$ cat src/rtl/disp_pkg.sv
// Shared types and constants for the 7-segment scan controller.
package disp_pkg;

    typedef enum logic {
        BLANK = 1'b0,
        SHOW  = 1'b1
    } state_t;

    localparam logic [6:0] SEG_OFF    = 7'h7F;
    localparam logic [3:0] ENABLE_OFF = 4'b1111;

    // Active-low segment patterns, seg[6]=a .. seg[0]=g, entry n is BCD digit n.
    localparam logic [9:0][6:0] SEG_TABLE = {
        7'b0000100,  // 9
        7'b0000000,  // 8
        7'b0001111,  // 7
        7'b0100000,  // 6
        7'b0100100,  // 5
        7'b1001100,  // 4
        7'b0000110,  // 3
        7'b0010010,  // 2
        7'b1001111,  // 1
        7'b0000001   // 0
    };

endpackage

$ cat src/rtl/bcd_seg_decode.sv
// BCD to active-low 7-segment decode; non-decimal codes stay dark.
module bcd_seg_decode
    import disp_pkg::*;
(
    input  logic [3:0] bcd,
    output logic [6:0] seg
);

    // Table lookup for 0-9, everything else is blanked.
    always_comb begin
        seg = SEG_OFF;
        if (bcd <= 4'd9) begin
            seg = SEG_TABLE[bcd];
        end
    end

endmodule

$ cat src/rtl/display_scan_ctrl.sv
// Four-digit multiplexed 7-segment scan controller with tear-free frame loading.
//
// state | meaning
// BLANK | all anodes off between digits, counts BLANK_CYCLES
// SHOW  | digit idx lit from the shadow frame, counts DWELL_CYCLES
module display_scan_ctrl
    import disp_pkg::*;
#(
    parameter int DWELL_CYCLES = 100000,
    parameter int BLANK_CYCLES = 1000
) (
    input  logic        clk,
    input  logic        rst_n,
    input  logic        load,
    input  logic [15:0] digits_in,
    input  logic [3:0]  blank_mask,
    input  logic [3:0]  dp_mask,
    output logic        ack,
    output logic [3:0]  enable,
    output logic [6:0]  seg,
    output logic        dp
);

    localparam int MAX_CYCLES = (DWELL_CYCLES > BLANK_CYCLES) ? DWELL_CYCLES : BLANK_CYCLES;
    localparam int CNT_W      = $clog2(MAX_CYCLES);
    localparam logic [CNT_W-1:0] DWELL_LAST = CNT_W'(DWELL_CYCLES - 1);
    localparam logic [CNT_W-1:0] BLANK_LAST = CNT_W'(BLANK_CYCLES - 1);

    state_t           state_q, state_d;
    logic [1:0]       idx_q, idx_d;
    logic [CNT_W-1:0] cnt_q, cnt_d;
    logic             boundary;

    logic             pend_q, pend_d;
    logic [15:0]      pend_digits_q, pend_digits_d;
    logic [3:0]       pend_blank_q, pend_blank_d;
    logic [3:0]       pend_dp_q, pend_dp_d;

    logic [15:0]      shd_digits_q, shd_digits_d;
    logic [3:0]       shd_blank_q, shd_blank_d;
    logic [3:0]       shd_dp_q, shd_dp_d;

    logic             ack_q, ack_d;
    logic [3:0]       enable_q, enable_d;
    logic [6:0]       seg_q, seg_d;
    logic             dp_q, dp_d;

    logic [3:0]       digit_nib;
    logic [6:0]       dec_seg;

    // Scan sequencing: blank gap, then dwell on one digit, advancing idx on leaving SHOW.
    always_comb begin
        state_d  = state_q;
        idx_d    = idx_q;
        cnt_d    = cnt_q + CNT_W'(1);
        boundary = 1'b0;
        if (state_q == SHOW) begin
            if (cnt_q == DWELL_LAST) begin
                state_d  = BLANK;
                cnt_d    = '0;
                idx_d    = idx_q + 2'd1;
                boundary = (idx_q == 2'd3);
            end
        end else begin
            if (cnt_q == BLANK_LAST) begin
                state_d = SHOW;
                cnt_d   = '0;
            end
        end
    end

    // Pending/shadow handoff; a load on the boundary edge lands in pending only.
    always_comb begin
        pend_d        = pend_q;
        pend_digits_d = pend_digits_q;
        pend_blank_d  = pend_blank_q;
        pend_dp_d     = pend_dp_q;
        shd_digits_d  = shd_digits_q;
        shd_blank_d   = shd_blank_q;
        shd_dp_d      = shd_dp_q;
        ack_d         = 1'b0;
        if (boundary && pend_q) begin
            shd_digits_d = pend_digits_q;
            shd_blank_d  = pend_blank_q;
            shd_dp_d     = pend_dp_q;
            pend_d       = 1'b0;
            ack_d        = 1'b1;
        end
        if (load) begin
            pend_digits_d = digits_in;
            pend_blank_d  = blank_mask;
            pend_dp_d     = dp_mask;
            pend_d        = 1'b1;
        end
    end

    // Select the nibble for the digit about to be shown.
    always_comb begin
        digit_nib = shd_digits_d[3:0];
        case (idx_d)
            2'd0: digit_nib = shd_digits_d[3:0];
            2'd1: digit_nib = shd_digits_d[7:4];
            2'd2: digit_nib = shd_digits_d[11:8];
            2'd3: digit_nib = shd_digits_d[15:12];
            default: digit_nib = shd_digits_d[3:0];
        endcase
    end

    bcd_seg_decode u_dec (
        .bcd (digit_nib),
        .seg (dec_seg)
    );

    // Output values follow next-state so anodes and segments switch together with the FSM.
    always_comb begin
        enable_d = ENABLE_OFF;
        seg_d    = SEG_OFF;
        dp_d     = 1'b1;
        if (state_d == SHOW) begin
            enable_d[idx_d] = 1'b0;
            seg_d           = shd_blank_d[idx_d] ? SEG_OFF : dec_seg;
            dp_d            = ~shd_dp_d[idx_d];
        end
    end

    // State, frame and output registers.
    always_ff @(posedge clk or negedge rst_n) begin
        if (!rst_n) begin
            state_q       <= BLANK;
            idx_q         <= 2'd0;
            cnt_q         <= '0;
            pend_q        <= 1'b0;
            pend_digits_q <= 16'h0000;
            pend_blank_q  <= 4'b0000;
            pend_dp_q     <= 4'b0000;
            shd_digits_q  <= 16'h0000;
            shd_blank_q   <= 4'b1111;
            shd_dp_q      <= 4'b0000;
            ack_q         <= 1'b0;
            enable_q      <= ENABLE_OFF;
            seg_q         <= SEG_OFF;
            dp_q          <= 1'b1;
        end else begin
            state_q       <= state_d;
            idx_q         <= idx_d;
            cnt_q         <= cnt_d;
            pend_q        <= pend_d;
            pend_digits_q <= pend_digits_d;
            pend_blank_q  <= pend_blank_d;
            pend_dp_q     <= pend_dp_d;
            shd_digits_q  <= shd_digits_d;
            shd_blank_q   <= shd_blank_d;
            shd_dp_q      <= shd_dp_d;
            ack_q         <= ack_d;
            enable_q      <= enable_d;
            seg_q         <= seg_d;
            dp_q          <= dp_d;
        end
    end

    assign ack    = ack_q;
    assign enable = enable_q;
    assign seg    = seg_q;
    assign dp     = dp_q;

endmodule

$ cat config.mk
export PLATFORM = sky130hd
export DESIGN_NAME = display_scan_ctrl
export DESIGN_NICKNAME = d
export VERILOG_FILES = /design/src/rtl/disp_pkg.sv /design/src/rtl/bcd_seg_decode.sv /design/src/rtl/display_scan_ctrl.sv
export SDC_FILE = /design/constraint.sdc
export NUM_CORES = 1
export LEC_CHECK = 0
export CORE_MARGIN = 1
export CORE_UTILIZATION = 56
export CTS_CLUSTER_SIZE = 28
export DETAILED_ROUTE_END_ITERATION = 6
export HOLD_SLACK_MARGIN = 0.15
export PLACE_DENSITY_LB_ADDON = 0.08
export SKIP_CTS_REPAIR_TIMING = 1
export SYNTH_ARGS = -nofsm -noshare
export SYNTH_HDL_FRONTEND = slang
export SYNTH_SLANG_ARGS = --single-unit
$ cat constraint.sdc
create_clock -name clk -period 4.9 [get_ports clk]
set_clock_uncertainty 0.15 [all_clocks]
set_input_delay 0.49 -clock clk [delete_from_list [all_inputs] [get_ports clk]]
set_output_delay 0.49 -clock clk [all_outputs]
set_load 0.02 [all_outputs]
Yosys cells after proc, flatten, opt, wreduce, memory -nomap -nowiden
Memory sizes are Yosys's and may differ from the RTL's.
Cells that the tools add are included.
{"block": "word_totals", "word_cells": 62, "out_inout_bits": 13, "mem_count": 1, "romBits": 112, "register_bits": 82}
{"block": "classes", "bitwise_logic": 2, "n_reduce_logical": 4, "n_mux": 29, "n_eq_ne": 6, "n_lt_le_gt_ge": 4, "add_sub_neg": 2}
{"memory": "(name not given)", "words": 16, "width": 7, "read_ports": 1, "rd_ports_with_merged_regs": 0, "wr": 0, "line_no": "bcd_seg_decode.sv:13", "source": "seg = SEG_TABLE[bcd];"}
{"operator": "17-bit two-way mux", "count": 3}
{"operator": "7-bit two-way mux", "count": 4}
{"operator": "17-bit by 1-bit adder with 17-bit output (second input constant)", "count": 1}
{"operator": "17-bit by 10-bit equality test with 1-bit output (second input constant)", "count": 1}
{"operator": "17-bit equality test (second input constant)", "count": 1}
{"operator": "16-bit two-way mux", "count": 1}
{"operator": "4-bit one-hot mux with 4 select lines", "count": 1}
{"operator": "1-bit two-way mux", "count": 12}
{"operator": "4-bit two-way mux", "count": 3}
{"operator": "2-bit equality test (second input constant)", "count": 3}
{"operator": "4-bit by 5-bit < comparator with 1-bit output (second input constant)", "count": 1}
{"operator": "1-bit binary-select mux with 2-bit select", "count": 2}
{"operator": "4-bit <= comparator (second input constant)", "count": 1}
{"operator": "2-bit two-way mux", "count": 2}
{"operator": "4-bit NOT", "count": 1}
{"operator": "2-bit by 3-bit < comparator with 1-bit output (second input constant)", "count": 1}
{"operator": "2-bit by 1-bit adder with 2-bit output (second input constant)", "count": 1}
{"operator": "1-bit demux with 2-bit select", "count": 1}
{"operator": "2-bit by 1-bit equality test with 1-bit output (second input constant)", "count": 1}
{"operator": "2-bit by 1-bit >= comparator with 1-bit output (second input constant)", "count": 1}
{"operator": "1-bit logical AND", "count": 2}
{"operator": "2-bit logical NOT", "count": 1}
{"operator": "2-bit nonzero test", "count": 1}
{"operator": "1-bit NOT", "count": 1}

Logic depth before layout (Yosys ltp)
{"block": "depth", "ltp_word": 11, "depth_mapped": 15, "depth_no_buf": 13}

Cells and area by module
A second synthesis with hierarchy kept.
{"block": "unflattened", "hier_cells": 310, "hier_area_um2": 3797.4}
{"module": "display_scan_ctrl", "area_per_inst_um2": 3589.7, "n_inst": 1, "cells_per_inst": 280}
{"module": "bcd_seg_decode", "area_per_inst_um2": 207.7, "n_inst": 1, "cells_per_inst": 30}

Least setup slack after synthesis
No wires, ideal clock.
{"block": "synth_timing", "path_type": "flip-flop to flip-flop", "start": "register cnt_q[11]", "end": "register seg_q[1], in the netlist seg[1]", "synth_period_minus_slack_ns": 3.613, "arrival_ns": 3.365, "path_slack_ns": 1.287, "path_stages_with_launch": 15, "setup_time_ns": 0.098, "path_buffers": 2, "cell_sequence": "dfrtp_1 -> or4_4 -> nor4_4 -> nand4_2 -> buf_6 -> buf_6 -> mux2_4 -> a21oi_1 -> a21oi_1 -> o32ai_1 -> inv_1 -> ha_1 -> nor2_1 -> o21ai_4 -> o311ai_1"}
{"block": "synth_between", "elab_chain_len": 11, "elab_cells_between_ends": 25, "cone_classes": "order compare (1); eq/ne (5); mux (16); reduce/logical (2); memory (1)"}
{"element": "start: declaration", "line_no": "display_scan_ctrl.sv:31", "source": "logic [CNT_W-1:0] cnt_q, cnt_d;"}
{"element": "start signal: assignment", "line_no": "display_scan_ctrl.sv:146", "source": "cnt_q <= cnt_d;"}
{"element": "17-bit equality test (*)", "line_no": "display_scan_ctrl.sv:58", "source": "if (cnt_q == DWELL_LAST) begin"}
{"element": "1-bit two-way mux (*)", "line_no": "display_scan_ctrl.sv:58"}
{"element": "1-bit two-way mux (*)", "line_no": "display_scan_ctrl.sv:57", "source": "if (state_q == SHOW) begin"}
{"element": "1-bit logical AND (*)", "line_no": "display_scan_ctrl.sv:82", "source": "if (boundary && pend_q) begin"}
{"element": "16-bit two-way mux (*)", "line_no": "display_scan_ctrl.sv:82"}
{"element": "net shd_digits_d[4]", "line_no": "display_scan_ctrl.sv:39", "source": "logic [15:0] shd_digits_q, shd_digits_d;"}
{"element": "4-bit one-hot mux with 4 select lines (*)", "line_no": "display_scan_ctrl.sv:100", "source": "case (idx_d)"}
{"element": "memory read 16 x 7 bit"}
{"element": "7-bit two-way mux (implied by the code)", "line_no": "bcd_seg_decode.sv:13"}
{"element": "7-bit two-way mux (*)", "line_no": "bcd_seg_decode.sv:12", "source": "if (bcd <= 4'd9) begin"}
{"element": "7-bit two-way mux (*)", "line_no": "display_scan_ctrl.sv:121", "source": "seg_d = shd_blank_d[idx_d] ? SEG_OFF : dec_seg;"}
{"element": "7-bit two-way mux (*)", "line_no": "display_scan_ctrl.sv:119", "source": "if (state_d == SHOW) begin"}
{"element": "net seg_d[1]", "line_no": "display_scan_ctrl.sv:45", "source": "logic [6:0] seg_q, seg_d;"}
{"element": "end signal: assignment", "line_no": "display_scan_ctrl.sv:156", "source": "seg_q <= seg_d;"}
{"element": "end: declaration", "line_no": "display_scan_ctrl.sv:45"}
Mark *: on every way through the listed nets, which the timed path passes. The rest lies on a longest branch. The select of a mux whose other input is x is not followed.
A chain may end at the register's enable or synchronous reset.

Final worst setup path
{"block": "layout_timing", "start": "register cnt_q[11]", "end": "register seg_q[1], in the netlist seg[1]"}
{"block": "layout_between", "elab_cells_between_ends": 25, "cone_classes": "order compare (1); eq/ne (5); mux (16); reduce/logical (2); memory (1)"}
{"element": "17-bit equality test (*)", "line_no": "display_scan_ctrl.sv:58"}
{"element": "2-bit two-way mux (*)", "line_no": "display_scan_ctrl.sv:58"}
{"element": "2-bit two-way mux (*)", "line_no": "display_scan_ctrl.sv:57"}
{"element": "net idx_d[1]", "line_no": "display_scan_ctrl.sv:30", "source": "logic [1:0] idx_q, idx_d;"}
{"element": "2-bit equality test, or another cell as far along", "line_no": "display_scan_ctrl.sv:100"}
{"element": "4-bit one-hot mux with 4 select lines", "line_no": "display_scan_ctrl.sv:100"}
{"element": "memory read 16 x 7 bit"}
{"element": "7-bit two-way mux (implied by the code)", "line_no": "bcd_seg_decode.sv:13"}
{"element": "7-bit two-way mux", "line_no": "bcd_seg_decode.sv:12"}
{"element": "7-bit two-way mux (*)", "line_no": "display_scan_ctrl.sv:121"}
{"element": "7-bit two-way mux (*)", "line_no": "display_scan_ctrl.sv:119"}
{"element": "net seg_d[1]", "line_no": "display_scan_ctrl.sv:45"}
Marked as above.

==> flow_summary_export.csv <==
group,metric,value,unit
status,status,"finished, final reports clean",
run,drv_cap,0,
routing,wl_per_cell,15.54,um
sta,slew_headroom,22.23,%
cells_and_area,final_nets,366,
sta,finalCritPeriodShare,79.58,%
critical_path,worstReg2RegStart,"cnt_q[11]",
clock_network,tritoncts,"yes",
logic_synthesis,synth_area_per_cell,12.97,um2
logic_synthesis,yosysWarnings,0,
logic_synthesis,ys_seq_area_share,55.87,%
global_routing,grt_max_degree,83,
worst_hold_path,hold_class,"primary input to asynchronous set/reset pin",
placement,place_congestion,0.8142,
sta,fin_crit,3.899,ns
cells_and_area,multi_input_area,1559,um2
sta,fmax,256.5,MHz
sta,worst_pin_slew,1.163,ns
sta,grt_setup_unrepaired,"false",
routing,drt-pass1-iter-count,4,
placement,place_hpwl,4.514,mm
logic_synthesis,ys_seq_elements,82,
die,core_area,6386,um2
global_routing,antenna_found_initial,0,
clock_network,clockBufferDepth,2,
pwr,seqPwrFrac,56.6,%
routing,drt_iter0_drc,120,
routing,avgViaCountPerCell,5.477,
critical_path,rr_endpoint,"seg[1]",
pwr,p_comb_share,4.7,%
die,fp.dieW,83.38,um
critical_path,startpoint,"cnt_q[11]",
clock_network,clock-sinks,82,
logic_synthesis,yosysUniqueCellTypes,48,
cells_and_area,nFillCells,493,
cells_and_area,diodes,0,
critical_path,endpoint,"seg[1]",
global_routing,overflow,0,
cells_and_area,drive_above_1_share,26.79,%
critical_path,crit_chain,"or4_4 > nor4_4 > nand2_2 > mux2i_4 > inv_4 > o32ai_1 > inv_1 > ha_1 > nor2_1 > o21ai_4 > o311ai_1",
clock_network,cts_buffers,9,
pwr,p_int,0.0009806,W
routing,drc_errors,0,
sta,tns,0,ns
global_routing,grt_pass1_wl,11.38,mm
cells_and_area,layout_common_cells,"dfrtp_1 (66), mux2_2 (38), clkdlybuf4s50_1 (38)",
sta,report.final.slew_viol_count,0,
cells_and_area,fin_cells,413,
logic_synthesis,syn_inst,286,
pwr,power.share.clock,38.7,%
logic_synthesis,syn-cell-area,3709,um2
routing,wl,6.419,mm
critical_path,startpoint_type,"register",
die,io_pins,40,
cells_and_area,final_common_cell,"dfrtp_1",
clock_network,root_buffer,"clkbuf_8",
die,die_h,83.38,um
cells_and_area,utilization,68.24,%
logic_synthesis,synthesis.nets,321,
pwr,switching_power,0.0002705,W
pwr,powerDensity,287.1,nW/um2
clock_network,clk_pin_slew,0.08,ns
critical_path,r2r_slack,1.00,ns
critical_path,ff2ff_path_depth,11,
critical_path,slowest_delay,0.67,ns
pwr,switching_share,21.62,%
routing,ant_nets,0,
die,rows,29,
sta,hold_viol,0,
critical_path,worst_ep_required_time,4.99,ns
critical_path,crit_fanout,10,
placement,place_ws,1.021,ns
placement,io_buffers,39,
clock_network,htree_levels,3,
cells_and_area,seq_area,2072,um2
die,dieArea,6952,um2
sta,setup_viol,0,
pwr,peakVddDrop,185.4,uV
critical_path,endpoint_kind,"register",
critical_path,slowest_stage,"o32ai_1",
global_routing,grt_usage,20.97,%
critical_path,cp_num_cells,11,
critical_path,crit_buf_inv,2,
cells_and_area,syn2layout_area_growth,17.51,%
critical_path,critPathKind,"register to register",
routing,vias,2262,
critical_path,path_delay_family,"simple AND/OR/NAND/NOR gates",
pwr,p_leak,2.021,nW
critical_path,worstPathArrival,3.99,ns
placement,place_inst,397,
clock_network,worstSkewPairLatency,0.34,ns
global_routing,grt_pass1_vias,2392,
die,start_util,58.07,%
sta,layout_setup_ws,1.001,ns
-- worst min-delay path by stage --
stage	endpoint	slack, ns	cells after the start
after CTS	cnt_q[7]	0.19	1
after global placement	shd_digits_q[12]	0.29	2
after floorplan	ack	0.04	0
after detailed placement	shd_digits_q[12]	0.30	2
after global routing	cnt_q[7]	0.25	1
final	cnt_q[5]	0.16	1
-- flip-flops by register name, indices dropped and copies added (netlist names) --
register and flops:
shd_dp_q 4, enable 4, state_q 1, pend_blank_q 4
cnt_q 17, pend_digits_q 16, shd_digits_q 16, seg 7
pend_q 1, pend_dp_q 4, shd_blank_q 4, ack 1
idx_q 2, dp 1
-- area by class of cell --
class | count | area share [%]
Inverter | 10 | 0.9187
Clock inverter | 5 | 1.235
Tap cell | 77 | 2.211
Multi-Input combinational cell | 188 | 35.77
Clock buffer | 11 | 3.244
Sequential cell | 82 | 47.55
Timing Repair Buffer | 40 | 9.073
-- cells in the mapped netlist, drive strengths merged --
library cell	count	area [um2]
and2	4	26.28
or4	4	35.03
and3	3	20.02
mux2i	17	211.4
a2111oi	1	8.760
dfrtp	66	1652
nand2	27	103.9
o2111ai	1	8.760
ha	8	100.1
nor3	2	10.01
nand2b	1	6.260
nor4	1	21.27
nand3	8	40.04
xnor2	6	71.32
mux2	44	514.2
o211ai	5	37.54
or3	3	18.77
nand4	5	37.53
o2bb2ai	1	8.760
a21oi	2	10.01
o21ai	5	36.28
xor2	10	87.58
o32ai	1	8.760
or4bb	1	11.26
a21o	1	7.510
inv	10	40.04
o311ai	1	8.760
nor2	24	90.09
clkbuf	2	7.510
buf	4	30.03
dfstp	16	420.4
o211a	1	10.01
nand4b	1	8.760
-- metrics by stage --
| step | area [um2] | total power [W] | hold WS [ns] |
|---|---|---|---|
| after global placement | 4163 | 0.0007789 | 0.2912 |
| after detailed placement | 4163 | 0.0007817 | 0.2992 |
| final | 4358 | 0.001251 | 0.1585 |
| after global routing | 4358 | 0.001299 | 0.2451 |
| after CTS | 4358 | 0.001264 | 0.1896 |
| after floorplan | 3709 | 0.0007405 | 0.04441 |
-- kinds of logic after synthesis --
kind of cell    after synthesis  synth area share, %
buf+inv                      16                2.092
xor+xnor                     16                4.285
flops                        82                55.87
simple gates                 84                11.57
compound gates               19                3.914
mux                          61                19.57
fa+ha+maj                     8                2.699
-- layer usage --
metal	part of all wire, %	track usage, %	vias to the layer above
li1	-	-	1088
met1	46	28.17	1130
met2	49	33.76	35
met3	2.6	3.678	9
met4	1.5	8.934	0
met5	0	0	-
-- power by group through the flow --
stage	sequential (W)	clock [W]	combinational (W)
2_1_floorplan	0.000716	0	0.0000244
3_3_place_gp	0.000720	0	0.0000588
3_5_place_dp	0.000721	0	0.0000608
4_1_cts	0.000708	0.000495	0.0000609
5_1_grt	0.000710	0.000522	0.0000662
6_report	0.000708	0.000485	0.0000588
(Power assumes the default switching activity.)
